## src/rtl/fetch_pc_unit.sv

```systemverilog
// fetch_pc_unit: IF stage. Owns the fetch PC and issues one aligned 64-bit
// instruction-pair request per cycle. It also drives the IF->ID bus and applies
// flush and branch redirects, including a branch that arrives under a PC stall.
module fetch_pc_unit #(
  parameter logic [31:0]   RESET_PC    = 32'hBFC0_0000,
  parameter int unsigned   STALL_W     = 6,
  localparam int unsigned  BR_WD       = 33,
  localparam int unsigned  IF_TO_ID_WD = 34
) (
  input  logic                   i_clk,
  input  logic                   i_rst,
  input  logic [STALL_W-1:0]     i_stall,
  input  logic                   i_flush,
  input  logic [31:0]            i_new_pc,
  input  logic [BR_WD-1:0]       i_br_bus,
  output logic [IF_TO_ID_WD-1:0] o_if_to_id_bus,
  output logic                   o_inst_sram_en,
  output logic [7:0]             o_inst_sram_wen,
  output logic [31:0]            o_inst_sram_addr,
  output logic [63:0]            o_inst_sram_wdata
);

  localparam logic [31:0] ALIGN_MASK   = ~32'h0000_0007;
  localparam logic [31:0] PC_STEP      = 32'd8;
  // Seeded one pair below the reset PC so the first sequential step lands on it.
  localparam logic [31:0] PC_PRE_RESET = (RESET_PC & ALIGN_MASK) - PC_STEP;

  typedef enum logic [1:0] {
    ST_RST_WAIT   = 2'd0,
    ST_RUN        = 2'd1,
    ST_REDIR_PEND = 2'd2
  } state_t;

  typedef struct packed {
    logic        discard;
    logic        ce;
    logic [31:0] pc;
  } if_to_id_t;

  state_t      r_state;
  logic        r_ce;
  logic [31:0] r_pc;
  logic        r_pend_valid;
  logic [31:0] r_pend_target;

  state_t      w_state_n;
  logic        w_ce_n;
  logic [31:0] w_pc_n;
  logic        w_pend_valid_n;
  logic [31:0] w_pend_target_n;

  logic        w_br_taken;
  logic [31:0] w_br_target;
  logic        w_pc_stall;
  logic [31:0] w_seq_pc;
  if_to_id_t   w_bus;
  logic        w_unused_stall;

  assign w_br_taken     = i_br_bus[32];
  assign w_br_target    = i_br_bus[31:0];
  assign w_pc_stall     = i_stall[0];
  assign w_seq_pc       = r_pc + PC_STEP;
  // Only bit 0 of the stall vector matters to the fetch PC.
  assign w_unused_stall = ^i_stall;

  // State and PC registers, asynchronously reset.
  always_ff @(posedge i_clk or posedge i_rst) begin
    if (i_rst) begin
      r_state       <= ST_RST_WAIT;
      r_ce          <= 1'b0;
      r_pc          <= PC_PRE_RESET;
      r_pend_valid  <= 1'b0;
      r_pend_target <= '0;
    end else begin
      r_state       <= w_state_n;
      r_ce          <= w_ce_n;
      r_pc          <= w_pc_n;
      r_pend_valid  <= w_pend_valid_n;
      r_pend_target <= w_pend_target_n;
    end
  end

  // Next-state / next-PC: flush > pending branch > live branch > sequential.
  always_comb begin
    w_state_n       = r_state;
    w_ce_n          = r_ce;
    w_pc_n          = r_pc;
    w_pend_valid_n  = r_pend_valid;
    w_pend_target_n = r_pend_target;

    unique case (r_state)
      ST_RST_WAIT: begin
        w_state_n = ST_RUN;
        w_ce_n    = 1'b1;
        w_pc_n    = w_seq_pc;
      end

      ST_RUN: begin
        if (i_flush) begin
          w_pc_n = i_new_pc & ALIGN_MASK;
        end else if (!w_pc_stall) begin
          w_pc_n = w_br_taken ? (w_br_target & ALIGN_MASK) : w_seq_pc;
        end else if (w_br_taken) begin
          w_state_n       = ST_REDIR_PEND;
          w_pend_valid_n  = 1'b1;
          w_pend_target_n = w_br_target;
        end
      end

      ST_REDIR_PEND: begin
        // Later branch pulses are ignored; the first latched target wins.
        if (i_flush) begin
          w_pc_n         = i_new_pc & ALIGN_MASK;
          w_pend_valid_n = 1'b0;
          w_state_n      = ST_RUN;
        end else if (!w_pc_stall) begin
          w_pc_n         = r_pend_target & ALIGN_MASK;
          w_pend_valid_n = 1'b0;
          w_state_n      = ST_RUN;
        end
      end

      default: begin
        w_state_n = ST_RST_WAIT;
      end
    endcase
  end

  // IF->ID bus; discard follows br_bus/flush combinationally.
  always_comb begin
    w_bus.ce      = r_ce;
    w_bus.pc      = r_ce ? r_pc : 32'h0;
    w_bus.discard = r_ce & ~i_flush & (w_br_taken | r_pend_valid);
  end

  assign o_if_to_id_bus    = w_bus;
  assign o_inst_sram_en    = r_ce;
  assign o_inst_sram_addr  = r_ce ? r_pc : 32'h0;
  assign o_inst_sram_wen   = 8'h00;
  assign o_inst_sram_wdata = 64'h0;

endmodule

```

## config.mk

```make
export PLATFORM = sky130hd
export DESIGN_NAME = fetch_pc_unit
export DESIGN_NICKNAME = d
export VERILOG_FILES = /design/src/rtl/fetch_pc_unit.sv
export SDC_FILE = /design/constraint.sdc
export NUM_CORES = 1
export LEC_CHECK = 0
export ABC_AREA = 1
export BUFFER_PORTS_ARGS = -buffer_cell sky130_fd_sc_hd__buf_2
export CAP_MARGIN = 20
export CORE_MARGIN = 2
export CORE_UTILIZATION = 50
export DETAILED_ROUTE_END_ITERATION = 10
export PLACE_DENSITY = 0.93
export SLEW_MARGIN = 20
export SYNTH_ARGS = -nofsm -noshare
export SYNTH_HDL_FRONTEND = slang
export SYNTH_SLANG_ARGS = --single-unit
export TNS_END_PERCENT = 5
```

## constraint.sdc

```tcl
create_clock -name i_clk -period 2.8 [get_ports i_clk]
set_clock_uncertainty 0.1 [all_clocks]
set_input_delay 0.56 -clock i_clk [delete_from_list [all_inputs] [get_ports i_clk]]
set_output_delay 0.56 -clock i_clk [all_outputs]
set_load 0.1 [all_outputs]
```

==> impl_metrics.env <==
export IMPL_dieWidth_um=112
export IMPL_synth_seq_cells=62
export IMPL_slew_violations=0
export IMPL_yosysMostFrequentCell="nand2_1"
export IMPL_first_iter_violations=713
export IMPL_wl_per_cell_um=13.4
export IMPL_finalSetupTns_ps=0
export IMPL_final_antenna_net_count=0
export IMPL_yosysWarnings=0
export IMPL_end_kind="output pin"
export IMPL_synthTopCellsByArea="nand2_1, dfrtp_1, buf_4"
export IMPL_layout_nets=1124
export IMPL_drt_pass1_iterations=6
export IMPL_rr_startpoint="r_pc[3]"
export IMPL_path_class="flop to output pin"
export IMPL_grt_first_pass_wirelength_um=26400
export IMPL_setup_ws_ps=350
export IMPL_fin_crit_sh=0.875
export IMPL_crit_required_ps=2140
export IMPL_clock_sinks=62
export IMPL_grt_setup_unrepaired="no"
export IMPL_worstPathArrival_ps=1790
export IMPL_syn_area_per_cell_um2=6.05
export IMPL_period_needed_ps=2450
export IMPL_grt_antenna_before_repair=0
export IMPL_drt_vias_per_instance=5.03
export IMPL_dp_hpwl_um=11600
export IMPL_cts_setup_buffers=0
export IMPL_setup_violations=0
export IMPL_max_cap_violations=0
export IMPL_portBuffers=123
export IMPL_synthDistinctLibCells=31
export IMPL_drc=0
export IMPL_async_reset_ff_frac=1.00
export IMPL_gp_congestion=0.905
export IMPL_synth_edff_count=0
export IMPL_die_h_um=112
export IMPL_wl_um=16000
export IMPL_antenna_cells=0
export IMPL_htree_levels=3
export IMPL_critPathLaunchType="flop"
export IMPL_synthTopCellsByCount="nand2_1, inv_1, buf_4"
export IMPL_clk_path_buf_depth=2
export IMPL_timing_rr_end="r_pc[15]"
export IMPL_r2r_worst_path_cells=12
export IMPL_maxSlewHeadroom=0.635
export IMPL_post_route_cells_drive_above_1_share=0.198
export IMPL_num_vias=6001
export IMPL_whs_ps=152
export IMPL_gr_total_overflow=0
export IMPL_io_pins=213
export IMPL_reg2reg_slack_ps=670
export IMPL_cts_hold_buffers_added=0
export IMPL_max_freq_mhz=408
export IMPL_syn2layout_area_growth_pct=9.21
export IMPL_ys_seq_area_frac=0.271
export IMPL_dpl_worst_slack_ps=673
export IMPL_clk_latency_ps=340
export IMPL_yosysTopAreaCell="nand2_1"
export IMPL_synth_cell_area_um2=5850
export IMPL_rows=39
export IMPL_die_area_um2=12600
export IMPL_initial_core_util=0.513
export IMPL_fill_cells=1090
export IMPL_cts_root_buf="clkbuf_16"
export IMPL_worstMarginPinSlew_ps=546
export IMPL_grt_pass1_vias=5511
export IMPL_cts_buffers=9
export IMPL_outcome="finished, final reports clean"
export IMPL_path_clk_slew_ps=50
export IMPL_track_usage=0.258
export IMPL_hold_path_class="input port to asynchronous set/reset pin"
export IMPL_post_cts_resize_count=0
export IMPL_synth_top_area_share=0.245
export IMPL_cp_max_fo=33
export IMPL_core_um2=11400
export IMPL_hold_violations=0
export IMPL_synthFlopType="dfrtp_1"
export IMPL_grt_max_degree=43
export IMPL_cts_tree="done"
export IMPL_synthCells=967
-- per-layer routing --
| layer | global-route usage | wire length (um) | up-vias |
|---|---|---|---|
| met5 | 0 | 0 | - |
| li1 | - | - | 2944 |
| met3 | 0.0524 | 1660 | 55 |
| met2 | 0.394 | 6990 | 398 |
| met1 | 0.355 | 6860 | 2604 |
| met4 | 0.111 | 495 | 0 |
-- kinds of logic after synthesis --
kind of cell | after synthesis | share of synthesized area
XOR/XNOR | 8 | 0.0120
multiplexers | 1 | 0.00192
other | 1 | 0.000641
buffers and inverters | 262 | 0.240
AND/OR/NAND/NOR | 500 | 0.348
AO/OA/AOI/OAI | 127 | 0.115
flip-flops | 62 | 0.271
adder cells (fa/ha/maj) | 6 | 0.0128
-- flip-flops by register name, summed over array words and instances, names as in the netlist --
name	count
r_pend_valid	1
r_state	2
r_pc	29
r_pend_target	29
o_inst_sram_en	1
-- layout by cell type, fill, tap and decap left out, drive strengths merged, types with 3 or more instances in the layout --
master / Yosys / routed
conb: 1 / 78
buf: 123 / 137
ha: 6 / 6
o211ai: 4 / 4
nand3: 59 / 59
or2: 4 / 4
dfstp: 27 / 27
o21ai: 56 / 56
o22ai: 3 / 3
nor2: 50 / 50
clkbuf: 25 / 13
o21bai: 4 / 4
dfrtp: 35 / 35
a21oi: 56 / 56
xnor2: 6 / 6
nand2: 386 / 386
inv: 114 / 114
-- area by class of cell --
cell class	instances	area, um2	area share
multi-input combinational	720	3170	0.495
sequential	62	1590	0.248
timing repair buffer	137	746	0.117
inverter	114	428	0.0669
clock buffer	13	270	0.0423
tap	143	179	0.0280
clock inverter	3	17.5	0.00274
-- how the worst max path moves through the flow --
| stage | start | endpoint | slack (ps) |
|---|---|---|---|
| 6_report | o_inst_sram_en | o_if_to_id_bus[33] | 350 |
| 5_1_grt | o_inst_sram_en | o_if_to_id_bus[33] | 240 |
| 4_1_cts | o_inst_sram_en | o_if_to_id_bus[33] | 310 |
| 3_5_place_dp | o_inst_sram_en | o_if_to_id_bus[33] | 670 |
| 3_3_place_gp | i_flush | o_if_to_id_bus[33] | 720 |
| 2_1_floorplan | o_inst_sram_en | o_inst_sram_addr[12] | 20 |
-- worst max-delay path: stages (launching register included) --
cell and delay [ps]:
dfrtp_2 700, inv_1 150, nor3_4 170, buf_2 440
-- metrics by stage --
step / instance area, um2 / std cells / utilization
global route: 6390 / 1192 / 0.560
CTS: 6390 / 1192 / 0.560
floorplan: 6150 / 1044 / -
finish: 6390 / 1192 / 0.560
detailed placement: 6100 / 1176 / 0.535
global placement: 6100 / 1176 / 0.535
Power is left out: the tool's default activity adds up to more than one toggle a clock period on the data nets, which glitch-free logic cannot reach.
